**src/rtl/victim_writeback_buffer_if.sv**
```systemverilog
// Handshake bundle for the victim writeback buffer: eviction intake, memory drain,
// snoop lookup and occupancy status.
interface victim_writeback_buffer_if #(
  parameter int DEPTH   = 4,
  parameter int ADDR_W  = 50,
  parameter int BLOCK_W = 512
);
  localparam int CNT_W = $clog2(DEPTH) + 1;

  logic               evict_valid;
  logic [ADDR_W-1:0]  evict_addr;
  logic [BLOCK_W-1:0] evict_block;
  logic               evict_ready;

  logic               mem_valid;
  logic [ADDR_W-1:0]  mem_addr;
  logic [BLOCK_W-1:0] mem_block;
  logic               mem_ready;

  logic               snoop_en;
  logic [ADDR_W-1:0]  snoop_addr;
  logic               snoop_hit;
  logic [BLOCK_W-1:0] snoop_block;

  logic [CNT_W-1:0]   count;
  logic               full;
  logic               empty;

  modport master (
    output evict_valid, evict_addr, evict_block, mem_ready, snoop_en, snoop_addr,
    input  evict_ready, mem_valid, mem_addr, mem_block, snoop_hit, snoop_block,
           count, full, empty
  );

  modport slave (
    input  evict_valid, evict_addr, evict_block, mem_ready, snoop_en, snoop_addr,
    output evict_ready, mem_valid, mem_addr, mem_block, snoop_hit, snoop_block,
           count, full, empty
  );
endinterface

```
**src/rtl/victim_writeback_buffer.sv**
```systemverilog
// In-order FIFO of dirty evicted blocks with same-address coalescing and a
// registered one-cycle snoop port for the miss path.
module victim_writeback_buffer #(
  parameter int DEPTH   = 4,
  parameter int ADDR_W  = 50,
  parameter int BLOCK_W = 512
) (
  input  logic                     clk,
  input  logic                     reset,
  victim_writeback_buffer_if.slave bus
);
  localparam int PTR_W = $clog2(DEPTH);
  localparam int CNT_W = PTR_W + 1;

  logic [ADDR_W-1:0]  addr_q  [DEPTH];
  logic [BLOCK_W-1:0] block_q [DEPTH];
  logic [DEPTH-1:0]   valid_q;
  logic [PTR_W-1:0]   head_q, tail_q;
  logic [CNT_W-1:0]   count_q;
  logic               snoop_hit_q;
  logic [BLOCK_W-1:0] snoop_block_q;

  logic               full, empty, push_en, pop_en, coalesce, alloc;
  logic [DEPTH-1:0]   evict_match, snoop_match;
  logic [PTR_W-1:0]   match_idx;
  logic               snoop_any;
  logic [BLOCK_W-1:0] snoop_data;

  assign full    = (count_q == CNT_W'(DEPTH));
  assign empty   = (count_q == '0);
  assign pop_en  = !empty && bus.mem_ready;
  assign push_en = bus.evict_valid && !full;
  assign alloc   = push_en && !coalesce;

  assign bus.evict_ready = !full;
  assign bus.mem_valid   = !empty;
  assign bus.mem_addr    = addr_q[head_q];
  assign bus.mem_block   = block_q[head_q];
  assign bus.count       = count_q;
  assign bus.full        = full;
  assign bus.empty       = empty;
  assign bus.snoop_hit   = snoop_hit_q;
  assign bus.snoop_block = snoop_block_q;

  // Coalescing keeps addresses unique, so both match vectors are at most one-hot
  // and can be reduced with a plain OR instead of a priority encoder.
  always_comb begin
    // NOTE: every always_comb output gets a default first so no path infers a latch.
    coalesce   = 1'b0;
    match_idx  = '0;
    snoop_any  = 1'b0;
    snoop_data = '0;
    for (int i = 0; i < DEPTH; i++) begin
      evict_match[i] = valid_q[i] && (addr_q[i] == bus.evict_addr) &&
                       !(pop_en && (head_q == PTR_W'(i)));
      snoop_match[i] = valid_q[i] && (addr_q[i] == bus.snoop_addr);
      if (evict_match[i]) begin
        coalesce  = 1'b1;
        match_idx = PTR_W'(i);
      end
      if (snoop_match[i]) begin
        snoop_any  = 1'b1;
        snoop_data = snoop_data | block_q[i];
      end
    end
  end

  // NOTE: the payload arrays carry no reset; valid_q alone decides what is live,
  // which keeps wide storage out of the reset tree.
  always_ff @(posedge clk) begin
    if (!reset && push_en) begin
      if (coalesce) begin
        block_q[match_idx] <= bus.evict_block;
      end else begin
        addr_q[tail_q]  <= bus.evict_addr;
        block_q[tail_q] <= bus.evict_block;
      end
    end
  end

  // NOTE: sequential state uses non-blocking assignments so every register sees
  // pre-edge values regardless of statement order.
  always_ff @(posedge clk) begin
    if (reset) begin
      valid_q       <= '0;
      head_q        <= '0;
      tail_q        <= '0;
      count_q       <= '0;
      snoop_hit_q   <= 1'b0;
      snoop_block_q <= '0;
    end else begin
      snoop_hit_q   <= bus.snoop_en && snoop_any;
      snoop_block_q <= bus.snoop_en ? snoop_data : '0;

      if (pop_en) begin
        valid_q[head_q] <= 1'b0;
        head_q          <= head_q + PTR_W'(1);
      end
      // Pop and allocate never target the same slot: that needs count 0 or DEPTH.
      if (alloc) begin
        valid_q[tail_q] <= 1'b1;
        tail_q          <= tail_q + PTR_W'(1);
      end

      if (alloc && !pop_en)      count_q <= count_q + CNT_W'(1);
      else if (!alloc && pop_en) count_q <= count_q - CNT_W'(1);
    end
  end
endmodule

```
**src/flat_wrapper.sv**
```systemverilog
// flat-port wrapper written by rule: the top's interface ports become plain ports
module victim_writeback_buffer_flat 
#(
  parameter int DEPTH   = 4,
  parameter int ADDR_W  = 50,
  parameter int BLOCK_W = 512
)
  (clk, reset, bus_evict_valid, bus_evict_addr, bus_evict_block, bus_mem_ready, bus_snoop_en, bus_snoop_addr, bus_evict_ready, bus_mem_valid, bus_mem_addr, bus_mem_block, bus_snoop_hit, bus_snoop_block, bus_count, bus_full, bus_empty);
  victim_writeback_buffer_if #(.DEPTH(DEPTH), .ADDR_W(ADDR_W), .BLOCK_W(BLOCK_W)) bus_i ();
  input  logic clk;
  input  logic reset;
  input wire logic [$bits(bus_i.evict_valid)-1:0] bus_evict_valid;
  input wire logic [$bits(bus_i.evict_addr)-1:0] bus_evict_addr;
  input wire logic [$bits(bus_i.evict_block)-1:0] bus_evict_block;
  input wire logic [$bits(bus_i.mem_ready)-1:0] bus_mem_ready;
  input wire logic [$bits(bus_i.snoop_en)-1:0] bus_snoop_en;
  input wire logic [$bits(bus_i.snoop_addr)-1:0] bus_snoop_addr;
  output wire logic [$bits(bus_i.evict_ready)-1:0] bus_evict_ready;
  output wire logic [$bits(bus_i.mem_valid)-1:0] bus_mem_valid;
  output wire logic [$bits(bus_i.mem_addr)-1:0] bus_mem_addr;
  output wire logic [$bits(bus_i.mem_block)-1:0] bus_mem_block;
  output wire logic [$bits(bus_i.snoop_hit)-1:0] bus_snoop_hit;
  output wire logic [$bits(bus_i.snoop_block)-1:0] bus_snoop_block;
  output wire logic [$bits(bus_i.count)-1:0] bus_count;
  output wire logic [$bits(bus_i.full)-1:0] bus_full;
  output wire logic [$bits(bus_i.empty)-1:0] bus_empty;
  assign bus_i.evict_valid = bus_evict_valid;
  assign bus_i.evict_addr = bus_evict_addr;
  assign bus_i.evict_block = bus_evict_block;
  assign bus_i.mem_ready = bus_mem_ready;
  assign bus_i.snoop_en = bus_snoop_en;
  assign bus_i.snoop_addr = bus_snoop_addr;
  assign bus_evict_ready = bus_i.evict_ready;
  assign bus_mem_valid = bus_i.mem_valid;
  assign bus_mem_addr = bus_i.mem_addr;
  assign bus_mem_block = bus_i.mem_block;
  assign bus_snoop_hit = bus_i.snoop_hit;
  assign bus_snoop_block = bus_i.snoop_block;
  assign bus_count = bus_i.count;
  assign bus_full = bus_i.full;
  assign bus_empty = bus_i.empty;
  victim_writeback_buffer #(.DEPTH(DEPTH), .ADDR_W(ADDR_W), .BLOCK_W(BLOCK_W)) u_core (.clk(clk), .reset(reset), .bus(bus_i));
endmodule
```
**config.mk**
```make
export PLATFORM = sky130hd
export DESIGN_NAME = victim_writeback_buffer_flat
export DESIGN_NICKNAME = d
export VERILOG_FILES = /design/src/rtl/victim_writeback_buffer_if.sv /design/src/rtl/victim_writeback_buffer.sv /design/src/flat_wrapper.sv
export SDC_FILE = /design/constraint.sdc
export NUM_CORES = 2
export LEC_CHECK = 0
export ABC_CLOCK_PERIOD_IN_PS = 80500
export CAP_MARGIN = 20
export CELL_PAD_IN_SITES_DETAIL_PLACEMENT = 2
export CELL_PAD_IN_SITES_GLOBAL_PLACEMENT = 2
export CORE_AREA = 2 2 668 670
export DETAILED_ROUTE_END_ITERATION = 6
export DIE_AREA = 0 0 670 672
export PLACE_DENSITY = 0.54
export SLEW_MARGIN = 25
export SYNTH_ARGS = -nofsm -noshare
export SYNTH_HDL_FRONTEND = slang
export SYNTH_SLANG_ARGS = --single-unit
```
**constraint.sdc**
```tcl
create_clock -name clk -period 80.5 [get_ports clk]
set_input_delay 24.15 -clock clk [delete_from_list [all_inputs] [get_ports clk]]
set_output_delay 24.15 -clock clk [all_outputs]
set_load 0.02 [all_outputs]
```
* After elaboration in Yosys (flattened, before gate mapping)
Memory sizes are Yosys's and may differ from the RTL's. A register that Yosys moved wholly into a read port is not among the register bits.
Index checks and enable logic that the tools add are counted.
** Cells by class
- Add/sub/neg operators :: 4
- Magnitude comparators :: 4
- Equality and inequality tests :: 12
- Multiplexer cells :: 37
- Bitwise gates (word level) :: 7
- Reductions and logical operators :: 40
** Operators with widths (count)
- 2-to-1 mux 512 bit :: 5
- bitwise OR 512 bit :: 3
- OR reduction 512 bit :: 1
- equality test 50 bit :: 8
- logical AND 1 bit :: 25
- 2-to-1 mux 1 bit :: 18
- 2-to-1 mux 2 bit :: 7
- 2-to-1 mux 4 bit :: 3
- logical NOT 1 bit :: 10
- < comparator 2 x 3 -> 1 bit, second input constant :: 2
- 2-to-1 mux 3 bit :: 2
- adder 2 x 1 -> 2 bit, second input constant :: 2
- AND 4 bit :: 1
- demux 1 bit (select 2 bit) :: 2
- equality test 2 bit, second input constant :: 2
- >= comparator 2 x 1 -> 1 bit, second input constant :: 2
- NOT 4 bit :: 1
- bitwise OR 4 bit :: 1
- adder 3 x 1 -> 3 bit, second input constant :: 1
- equality test 3 bit, second input constant :: 1
- logical NOT 3 bit :: 1
- subtractor 3 x 1 -> 3 bit, second input constant :: 1
- equality test 2 x 1 -> 1 bit, second input constant :: 1
- logical NOT 2 bit :: 1
- 3 further kinds :: 3
** Word-level totals
- Register bits :: 524
- Bits in writable memories :: 2248
- Input bits :: 617
- Memories :: 2
** Memory list
- u_core.block_q :: words 4, bits a word 512, read ports 5, clocked after memory_dff 1, wr ports 1, RTL line victim_writeback_buffer.sv:16 : logic [BLOCK_W-1:0] block_q [DEPTH];
- u_core.addr_q :: words 4, bits a word 50, read ports 5, clocked after memory_dff 1, wr ports 1, RTL line victim_writeback_buffer.sv:15 : logic [ADDR_W-1:0] addr_q [DEPTH];

* Depth between registers and ports, before layout
- Depth after elaboration :: 16
- Mapped depth :: 14

* Least setup slack after synthesis
OpenSTA, ideal clock, no wires.
- Path type :: input-to-reg
- From :: in bus_evict_addr[26]
- To :: mem u_core.block_q[0][0], enable pin
- Setup time :: 2120 ps
- Arrival time :: 62123 ps
- Path slack :: 16256 ps
- Cell stages on the path :: 8
- Path through :: clkbuf_1 > xnor2_1 > nand4_1 > nor4_1 > nand4_1 > a21boi_0 > o21ai_0 > nor3b_1
** Between the ends
- Cells in the longest elaborated chain, start to end :: 12
- Elaborated cells on any way between the ends :: 28
** Ends and longest elaborated chain
- start: declaration :: RTL line flat_wrapper.sv:13 : input wire logic [$bits(bus_i.evict_addr)-1:0] bus_evict_addr;
- equality test 50 bit :: RTL line victim_writeback_buffer.sv:54 : evict_match[i] = valid_q[i] && (addr_q[i] == bus.evict_addr) &&
- logical AND 1 bit (2 in series) :: RTL line victim_writeback_buffer.sv:54
- 2-to-1 mux 1 bit (4 in series) :: RTL line victim_writeback_buffer.sv:57 : if (evict_match[i]) begin
- 2-to-1 mux 1 bit :: RTL line victim_writeback_buffer.sv:72 : if (coalesce) begin
- 2-to-1 mux 1 bit :: RTL line victim_writeback_buffer.sv:71 : if (!reset && push_en) begin
- 2-to-1 mux 1 bit (not written as such) :: RTL line victim_writeback_buffer.sv:76 : block_q[tail_q] <= bus.evict_block;
- OR reduction 512 bit (no line)
- 2-to-1 mux 2 bit (no line) or 2-to-1 mux 1 bit (tied branches)
- end: declaration :: RTL line victim_writeback_buffer.sv:16
Several ways; a longest one is shown, not always the timed one.

* Worst setup path after layout
- From :: in bus_evict_addr[21]
- To :: mem u_core.block_q[2][93], enable pin
The elaborated chain is that of the path after synthesis.

==> impl_metrics.yaml <==
worst_setup_path:
  crit_type: "input port to register"
  cp-end-kind: "register"
  critPathRequiredTime_ps: 81030
  setup.worst_path.start_class: "input port"
  crit_chain: "clkdlybuf4s50_1, xnor2_1, nand4_1, nor4_1, nand4_1, nand2_1, o211a_4, buf_4, buf_4, buf_4, buf_4, buf_4"
  crit_top_cell: "buf_4"
  crit_path_top_delay_cell: "nor4_1"
  crit_fanout: 46
  cpPeakStageDelay_ps: 890
  crit_arrival_ps: 31740
status:
  violations: "design-rule violations"
  status: "finished with violations"
routing:
  dr_total_vias: 69810
  drt_iter0_drc: 8180
  drc: 5
  viasPerCell: 5.01
  drtAntennaViolNets: 0
  wire_per_inst_um: 37.8
  wl_um: 527000
  drtPass1Iterations: 7
synth:
  syn_inst: 5957
  synth_seq_area_share_pct: 72.6
  synth-edff-count: 2248
  synth_cell_types: 45
  synth_top_area_share_pct: 62.8
  synth-main-ff-cell: "edfxtp_1"
  synthArstFlopShare_pct: 0
  syn_area_um2: 107000
  ys_warn_count: 0
  synth_area_leaders: "edfxtp_1, mux4_2, dfxtp_1"
  synthesis.nets: 6584
  synth_seq_cells: 2774
  synth_area_leader_cell: "edfxtp_1"
  syn_area_per_cell_um2: 18.0
global_route:
  grt_use_total_pct: 22.5
  grt_pass1_wl_um: 698000
  grt_pass1_vias: 73993
  antenna_found_initial: 179
  grt-ovfl-total: 0
  grt_max_degree: 118
sta:
  finalSetupTns_ps: 0
  worst_slew_pin_slew_ps: 1090
  rsz0062_at_grt: "false"
  fin_crit_sh_pct: 38.8
  clock.fmax_ghz: 0.0320
  finClkSkew_ps: 102
  slew_headroom_pct: 26.8
  finalHoldViolations: 0
  setup_slack_ps: 49290
  drv_slew: 0
  final-setup-viol-count: 0
  min_period_ps: 31210
die:
  start_util_pct: 24.2
  die_w_um: 670
  core_area_um2: 444000
  design.die.area_um2: 450000
  io_pins: 1699
  die_h_um: 672
  num_rows: 245
final_layout:
  drive_above_1_share_pct: 15.0
  final_cell_mix: "edfxtp_1, clkdlybuf4s50_1, mux4_2"
  fin_cells: 13939
  final_common_cell: "edfxtp_1"
  area_delta_synth_final_pct: 32.2
  final_net_count: 8279
placed_design:
  gp_routability_congestion: 0.924
  preCtsSetupSlack_ps: 48420
  dp_hpwl_um: 375000
  placed_cells: 13242
  port_buffers: 1698
clocking:
  cts_made_buffers: 333
  post_cts_buffers: 0
  htree_num_levels: 5
  clock_sinks: 2774
  clockBufferDepth: 4
  cts.clk_slew.worst_paths_ps: 60
  cts_root_buf: "clkbuf_16"
  cts_hold_buffers: 0
  cts_resized: 0
  worst_skew_pair.late_latency_ps: 980
  cts_tree: "built"
power_and_ir_drop:
  leakage_nw: 42.7
  switchingPower_mw: 1.24
  finalPower_mw: 4.16
  pwr-share-clk_pct: 36.7
  internal_power_mw: 2.91
  power.density_nw_per_um2: 29.3
  peakVddDrop_mv: 0.0176
  seqPwrFrac_pct: 39.9
  switching_share_pct: 29.9
  combPwrFrac_pct: 23.4
job:
  max-cap-violations: 0
worst_hold_path:
  hold_class: "register to register"
layout make-up:
type                       count  area [um^2]
antenna                       82          205
multi-input combinational   2700        27200
clock buffer                 450         9100
clock inverter               162         1840
timing repair buffer        1819        18200
fill                       44799       302000
sequential                  2774        78000
tap                         5928         7420
inverter                      24         90.1
synth_stat cells (8+ instances only):
| cell | instances |
|---|---|
| nor3_1 | 13 |
| edfxtp_1 | 2248 |
| buf_1 | 86 |
| inv_1 | 23 |
| clkbuf_1 | 212 |
| ha_1 | 9 |
| dfxtp_1 | 526 |
| nand4_1 | 71 |
| buf_6 | 48 |
| o21ai_0 | 8 |
| a21oi_1 | 513 |
| nand2_1 | 517 |
| mux4_2 | 562 |
| a222oi_1 | 514 |
| buf_2 | 107 |
| nor2_1 | 13 |
| xnor2_1 | 234 |
| nor4_1 | 50 |
| xor2_1 | 157 |
state kept, by name (all words and copies together) (netlist names), named ones only:
register / cells
u_core.block_q: 2048
u_core.bus.snoop_block: 512
u_core.addr_q: 200
u_core.valid_q: 4
u_core.bus.count: 3
u_core.head_q: 2
u_core.tail_q: 2
u_core.bus.snoop_hit: 1
power groups by stage:
stage	Clock [mW]	Sequential, mW	Combinational, mW
2_1_floorplan	0	1.73	0.477
3_3_place_gp	0	1.68	0.982
3_5_place_dp	0	1.69	0.980
4_1_cts	1.57	1.66	0.985
5_1_grt	1.62	1.66	1.00
6_report	1.53	1.66	0.972
worst max-delay path, delay by kind of cell:
family	cells	cell delay (ps)
compound gates	1	740
xor+xnor	1	360
buf+inv	6	4250
simple gates	4	1810
stage by stage:
step | hold WS [ps] | area (um^2) | utilization (%)
after floorplan | 490 | 107000 | -
after global placement | 507 | 131000 | 29.5
after detailed placement | 516 | 131000 | 29.5
after CTS | 503 | 142000 | 32.0
after global routing | 527 | 142000 | 32.0
final | 494 | 142000 | 32.0
kinds of logic after synthesis:
family	count (synthesis)	synth area share [%]
DFF	2774	72.6
AOI/OAI and AO/OA	1054	7.37
and+or+nand+nor	680	2.71
muxes	565	11.8
buffers and inverters	483	2.19
xor gates and xnor gates	391	3.19
adders and majority gates	10	0.123
final timing paths:
check,startpoint,to,slack [ps],cells after the start
max,bus_evict_addr[21],u_core.block_q[2][93],49290,12
min,u_core.block_q[2][93],u_core.bus.snoop_block[93],490,2
max reg2reg,u_core.bus.count[0],u_core.block_q[2][93],72710,12
min reg2reg,u_core.block_q[2][93],u_core.bus.snoop_block[93],490,2
layer usage:
| metal | GRT usage [%] | vias to the layer above | wire (um) |
|---|---|---|---|
| met5 | 0 | - | 403 |
| met4 | 10.8 | 62 | 27200 |
| met3 | 5.42 | 840 | 37300 |
| met2 | 37.8 | 3052 | 257000 |
| met1 | 27.2 | 37742 | 205000 |
| li1 | - | 28114 | - |
Note: power is estimated with default switching activity, not from simulation.
